## config.mk

```make
export PLATFORM = sky130hd
export DESIGN_NAME = demux1to2_stream
export DESIGN_NICKNAME = d
export VERILOG_FILES = /design/src/rtl/demux_pkg.sv /design/src/rtl/fifo2_slot.sv /design/src/rtl/demux1to2_stream.sv
export SDC_FILE = /design/constraint.sdc
export NUM_CORES = 1
export LEC_CHECK = 0
export BUFFER_PORTS_ARGS = -buffer_cell sky130_fd_sc_hd__buf_2
export CORE_UTILIZATION = 56
export CTS_BUF_LIST = sky130_fd_sc_hd__clkbuf_8
export CTS_CLUSTER_DIAMETER = 120
export DETAILED_ROUTE_END_ITERATION = 6
export PLACE_DENSITY = 0.86
export SLEW_MARGIN = 0
export SYNTH_ARGS = -nofsm -noshare
export SYNTH_HDL_FRONTEND = slang
export SYNTH_SLANG_ARGS = --single-unit
```

## constraint.sdc

```tcl
create_clock -name Clk -period 2.8 [get_ports Clk]
set_clock_uncertainty 0.15 [all_clocks]
set_input_delay 0.28 -clock Clk [delete_from_list [all_inputs] [get_ports Clk]]
set_output_delay 0.28 -clock Clk [all_outputs]
set_load 0.005 [all_outputs]
```

## src/rtl/demux_pkg.sv

```systemverilog
// demux_pkg: shared types and constants for the 1-to-2 stream demux.
// Ports: none (package).
package demux_pkg;

  localparam int DATA_W = 32;
  localparam int CNT_W  = 16;
  localparam int DEPTH  = 2;

  localparam logic [CNT_W-1:0] CNT_MAX = 16'hFFFF;

  typedef enum logic {
    SEL_OUT0 = 1'b0,
    SEL_OUT1 = 1'b1
  } sel_t;

  typedef logic [1:0] occ_t;

  localparam occ_t OCC_EMPTY = 2'd0;
  localparam occ_t OCC_FULL  = 2'd2;

  function automatic logic [CNT_W-1:0] sat_inc(
    input logic [CNT_W-1:0] c
  );
    return (c == CNT_MAX) ? c : c + CNT_W'(1);
  endfunction

endpackage

```

## src/rtl/fifo2_slot.sv

```systemverilog
// fifo2_slot: 2-entry FIFO, head and tail held in registers.
// Ports: clk, rst (sync, active-high), push/din in, pop in,
//   head out (registered), count (0..2), full, empty.
module fifo2_slot
  import demux_pkg::*;
#(
  parameter int W = DATA_W
) (
  input  logic         clk,
  input  logic         rst,
  input  logic         push,
  input  logic         pop,
  input  logic [W-1:0] din,
  output logic [W-1:0] head,
  output occ_t         count,
  output logic         full,
  output logic         empty
);

  logic [W-1:0] head_q;
  logic [W-1:0] head_d;
  logic [W-1:0] tail_q;
  logic [W-1:0] tail_d;
  occ_t         count_q;
  occ_t         count_d;
  logic         do_push;
  logic         do_pop;

  assign full    = (count_q == OCC_FULL);
  assign empty   = (count_q == OCC_EMPTY);
  assign do_push = push & ~full;
  assign do_pop  = pop & ~empty;

  always_comb begin
    head_d  = head_q;
    tail_d  = tail_q;
    count_d = count_q;
    unique case ({do_push, do_pop})
      2'b10: begin
        if (empty) begin
          head_d = din;
        end else begin
          tail_d = din;
        end
        count_d = count_q + occ_t'(1);
      end
      2'b01: begin
        if (full) begin
          head_d = tail_q;
        end
        count_d = count_q - occ_t'(1);
      end
      // Only reachable at count 1: old head leaves,
      // the new word replaces it.
      2'b11: begin
        head_d = din;
      end
      default: begin
      end
    endcase
  end

  always_ff @(posedge clk) begin
    if (rst) begin
      head_q  <= '0;
      tail_q  <= '0;
      count_q <= OCC_EMPTY;
    end else begin
      head_q  <= head_d;
      tail_q  <= tail_d;
      count_q <= count_d;
    end
  end

  assign head  = head_q;
  assign count = count_q;

endmodule

```

## src/rtl/demux1to2_stream.sv

```systemverilog
// demux1to2_stream: routes each input word by Sel into one of two
// independent 2-entry output buffers with their own handshakes.
// Ports: Clk, Rst (sync, active-high); Din/Sel/DinValid/DinReady in;
//   Dout0/Dout0Valid/Dout0Ready and Dout1/... out;
//   Cnt0/Cnt1 delivered-word counters only with DEMUX_STATS_EN.
module demux1to2_stream
  import demux_pkg::*;
#(
  parameter int DATA_W = demux_pkg::DATA_W,
  parameter int DEPTH  = demux_pkg::DEPTH
) (
  input  logic              Clk,
  input  logic              Rst,
  input  logic [DATA_W-1:0] Din,
  input  logic              Sel,
  input  logic              DinValid,
  output logic              DinReady,
  output logic [DATA_W-1:0] Dout0,
  output logic              Dout0Valid,
  input  logic              Dout0Ready,
  output logic [DATA_W-1:0] Dout1,
  output logic              Dout1Valid,
  input  logic              Dout1Ready
`ifdef DEMUX_STATS_EN
  ,
  output logic [CNT_W-1:0]  Cnt0,
  output logic [CNT_W-1:0]  Cnt1
`endif
);

  sel_t sel;
  occ_t occ0;
  occ_t occ1;
  occ_t sel_occ;
  logic full0;
  logic full1;
  logic empty0;
  logic empty1;
  logic accept;
  logic push0;
  logic push1;
  logic pop0;
  logic pop1;

  assign sel = sel_t'(Sel);

  // Ready looks only at the selected buffer's registered
  // count, so consumer ready never reaches DinReady.
  always_comb begin
    sel_occ = occ0;
    unique case (1'b1)
      (sel == SEL_OUT0): sel_occ = occ0;
      (sel == SEL_OUT1): sel_occ = occ1;
      default:           sel_occ = occ0;
    endcase
  end

  assign DinReady = (sel_occ != occ_t'(DEPTH)) & ~Rst;
  assign accept   = DinValid & DinReady;

  always_comb begin
    push0 = 1'b0;
    push1 = 1'b0;
    unique case (1'b1)
      (sel == SEL_OUT0): push0 = accept & ~full0;
      (sel == SEL_OUT1): push1 = accept & ~full1;
      default: begin
      end
    endcase
  end

  assign Dout0Valid = ~empty0;
  assign Dout1Valid = ~empty1;
  assign pop0       = Dout0Valid & Dout0Ready;
  assign pop1       = Dout1Valid & Dout1Ready;

  fifo2_slot #(
    .W(DATA_W)
  ) u_slot0 (
    .clk  (Clk),
    .rst  (Rst),
    .push (push0),
    .pop  (pop0),
    .din  (Din),
    .head (Dout0),
    .count(occ0),
    .full (full0),
    .empty(empty0)
  );

  fifo2_slot #(
    .W(DATA_W)
  ) u_slot1 (
    .clk  (Clk),
    .rst  (Rst),
    .push (push1),
    .pop  (pop1),
    .din  (Din),
    .head (Dout1),
    .count(occ1),
    .full (full1),
    .empty(empty1)
  );

`ifdef DEMUX_STATS_EN
  logic [CNT_W-1:0] cnt0_q;
  logic [CNT_W-1:0] cnt1_q;

  // Saturating: a long-running count pins at max, never wraps.
  always_ff @(posedge Clk) begin
    if (Rst) begin
      cnt0_q <= '0;
      cnt1_q <= '0;
    end else begin
      if (pop0) begin
        cnt0_q <= sat_inc(cnt0_q);
      end
      if (pop1) begin
        cnt1_q <= sat_inc(cnt1_q);
      end
    end
  end

  assign Cnt0 = cnt0_q;
  assign Cnt1 = cnt1_q;
`endif

endmodule

```

==> flow_metrics.py <==
metrics = {
    "routing": {
        "drt_pass1_iterations": 5,
        "wire_per_inst_um": 16.0,
        "vias_per_cell": 5.39,
        "drt-total-wl_mm": 15.1,
        "via_count": 5092,
        "ant_nets": 0,
        "remaining_drc_errors": 0,
        "dr.first_iter.drc_count": 231,
    },
    "die": {
        "core_mm2": 0.0105,
        "initial_utilization_pct": 58.6,
        "dieArea_mm2": 0.0114,
        "io_pins": 105,
        "die_w_um": 107,
        "dieHeight_um": 107,
        "num_rows": 37,
    },
    "clock_network": {
        "cts_sinks": 132,
        "cts_tree": "yes",
        "clk-insertion-delay-late_ps": 450,
        "cts_buffers": 17,
        "clk_path_buf_depth": 2,
        "path_clk_slew_ps": 70,
        "cts.htree.levels": 4,
        "root_buffer": "clkbuf_8",
    },
    "power_and_ir_drop": {
        "leakage_nw": 3.20,
        "power_density_mw_per_mm2": 666,
        "seqPwrFrac_pct": 42.8,
        "clkPwrFrac_pct": 33.8,
        "pwr-share-comb_pct": 23.4,
        "netSwitchingPower_w": 0.00141,
        "total_power_w": 0.00501,
        "irDropWorstVdd_v": 0.000345,
        "p_sw_share_pct": 28.1,
        "p_int_w": 0.00361,
    },
    "setup_path": {
        "end_kind": "flip-flop",
        "critPathTopFamily": "buffers and inverters",
        "cp_slowest_cell": "dlygate4sd3_1",
        "r2r-end": "u_slot0.tail_q[29]",
        "start_kind": "primary input",
        "rr_worst_depth": 8,
        "critical_path_buf_inv_count": 5,
        "cp_cell_sequence": "dlygate4sd3_1, buf_6, nor3b_2, nand2_1, inv_1, ha_1, o21a_1, buf_4, nand2_1, a21oi_1, dlygate4sd3_1",
        "r2r-start": "u_slot0.count[0]",
        "worst-r2r-setup-slack_ps": 240,
        "crit_cells": 11,
        "cp.arrival_ps": 2900,
        "critPathRequiredTime_ps": 3040,
        "cp_max_fo": 27,
        "crit_start": "Rst",
        "crit_type": "in -> reg",
        "critPathMaxStageDelay_ps": 570,
    },
    "placed_design": {
        "place_congestion": 0.763,
        "place_hpwl_mm": 9.32,
        "port_buffers": 104,
        "placed_cell_area_mm2": 0.00675,
    },
    "synth": {
        "async_flop_share_pct": 0,
        "yosysTopAreaCellShare_pct": 42.9,
        "synth_nets": 719,
        "seq_area_frac_synth_pct": 42.9,
        "yosys.area.top_type": "dfxtp_1",
        "synth_area_leaders": "dfxtp_1 43%, mux2i_1 10%, nand2_1 8.0%",
        "synth_cell_types": 32,
        "synthCells": 675,
        "netlist_top_cells_count": "132 x dfxtp_1, 131 x nand2_1, 67 x nor2_1",
        "synth_edf_count": 0,
        "yosysWarnings": 0,
        "netlist_area_mm2": 0.00616,
        "synth_most_common_cell": "dfxtp_1",
        "avgSynthCellArea_um2": 9.12,
        "ys_ff_latch": 132,
        "synthFlopType": "dfxtp_1",
    },
    "sta": {
        "tightestPinTransition_ps": 816,
        "maxSlewViolCount": 0,
        "hold_slack_ps": 255,
        "fmax_mhz": 376,
        "fin_crit_sh_pct": 94.9,
        "finalHoldViolCount": 0,
        "max_slew_margin_pct": 45.6,
        "fin_crit_ps": 2660,
        "setup_viol": 0,
    },
    "layout": {
        "area_delta_synth_final_pct": 22.3,
        "drive_gt1_share_pct": 27.1,
        "post-route-cell-area_mm2": 0.00753,
        "utilization_pct": 71.7,
        "n_antenna_cell": 0,
        "finalNetCount": 839,
        "final.fill_count": 729,
    },
    "global_routing": {
        "gr-usage-all-layers_pct": 27.1,
        "overflow": 0,
        "antenna_found_initial": 0,
        "grt_pass1_wl_mm": 24.0,
        "grt_start_max_net_pins": 174,
        "grt_pass1_vias": 5089,
    },
    "min_path": {
        "hp-class": "in -> reg",
        "worstHoldStart": "Dout0Ready",
        "whs_path_depth": 5,
        "min_to": "u_slot0.count[0]",
    },
    "run": {
        "maxCapViolCount": 0,
    },
    "run_status": {
        "outcome": "complete, no violations",
    },
}
## sequential cells by signal (all words and copies together) (netlist names)
signal	cells
u_slot0.tail_q	32
u_slot1.head	32
u_slot1.tail_q	32
u_slot0.count	2
u_slot1.count	2
u_slot0.head	32
## logic make-up (layout without fill, tap and decap cells)
group | Yosys count | in the layout | synth area share, %
AO/OA/AOI/OAI | 75 | 75 | 6.75
XOR/XNOR | 4 | 4 | 0.569
adder cells (fa/ha/maj) | 6 | 6 | 1.22
buffers and inverters | 55 | 188 | 4.55
flip-flops | 132 | 132 | 42.9
multiplexers | 128 | 128 | 23.9
AND/OR/NAND/NOR | 275 | 275 | 20.1
## power groups by stage
| stage | logic, W | clock network, W | registers [W] |
|---|---|---|---|
| after global placement | 0.00108 | 0 | 0.00217 |
| after detailed placement | 0.00112 | 0 | 0.00218 |
| after floorplan | 0.000814 | 0 | 0.00216 |
| after global routing | 0.00126 | 0.00177 | 0.00216 |
| after CTS | 0.00116 | 0.00170 | 0.00214 |
| final | 0.00117 | 0.00169 | 0.00215 |
## through the flow
stage	setup WS (ps)	std cells	setup TNS, ps
6_report	142	944	0
5_1_grt	-5.84	944	-5.84
4_1_cts	24.5	944	0
3_5_place_dp	333	877	0
3_3_place_gp	467	877	0
2_1_floorplan	430	675	0
## worst register-to-register path, delay by kind of cell (launching register included)
family          cells  cell delay (ps)
compound gates      2              370
simple gates        3              340
fa+ha+maj           1              240
buf+inv             2              840
flops               1              540
## cell type report
cell class              instances  area (um^2)  area share (%)
clock inverters                11          131            1.74
clock buffers                  21          289            3.84
well taps                     136          170            2.26
repair buffers                152         1030            13.7
flip-flops and latches        132         2640            35.1
multi-input cells             488         3260            43.2
inverters                       4         15.0           0.199
## worst max path at each step
stage / slack, ps / end
after CTS: 20 / u_slot0.tail_q[30]
after floorplan: 430 / u_slot0.head[10]
final: 140 / u_slot0.tail_q[29]
after detailed placement: 330 / u_slot0.head[25]
after global placement: 470 / u_slot0.head[3]
after global routing: -6 / u_slot0.tail_q[29]
## routing by layer
metal | track usage, % | wire length [um] | vias to the layer above
met3 | 5.35 | 585 | 49
met1 | 30.0 | 6420 | 2433
li1 | - | - | 2458
met2 | 47.6 | 7450 | 152
met4 | 17.0 | 601 | 0
met5 | 0 | 0 | -
## cell usage in the layout, fill, tap and decap left out, types with 3 or more instances in the layout
| cell type | netlist | layout |
|---|---|---|
| mux2i_1 | 64 | 64 |
| a21oi_1 | 66 | 66 |
| nor2b_1 | 65 | 65 |
| clkinv_2 | 0 | 6 |
| mux2_1 | 4 | 4 |
| ha_1 | 6 | 6 |
| buf_2 | 8 | 103 |
| nand2_1 | 131 | 131 |
| buf_4 | 1 | 8 |
| inv_1 | 2 | 3 |
| mux2_2 | 30 | 30 |
| buf_12 | 0 | 4 |
| dlygate4sd3_1 | 0 | 35 |
| nor2_1 | 67 | 67 |
| bufinv_16 | 0 | 3 |
| mux2_4 | 30 | 30 |
| clkbuf_8 | 0 | 21 |
| dfxtp_1 | 132 | 132 |
## repair_timing
| action | CTS | global route |
|---|---|---|
| setup buffers | 0 | 0 |
| hold endpoints to repair | 65 | 0 |
| hold buffers | 35 | 0 |
| endpoints found under the setup margin | 0 | 2 |
| resized for setup | 0 | 3 |
Note: power is estimated with default switching activity, not from simulation.
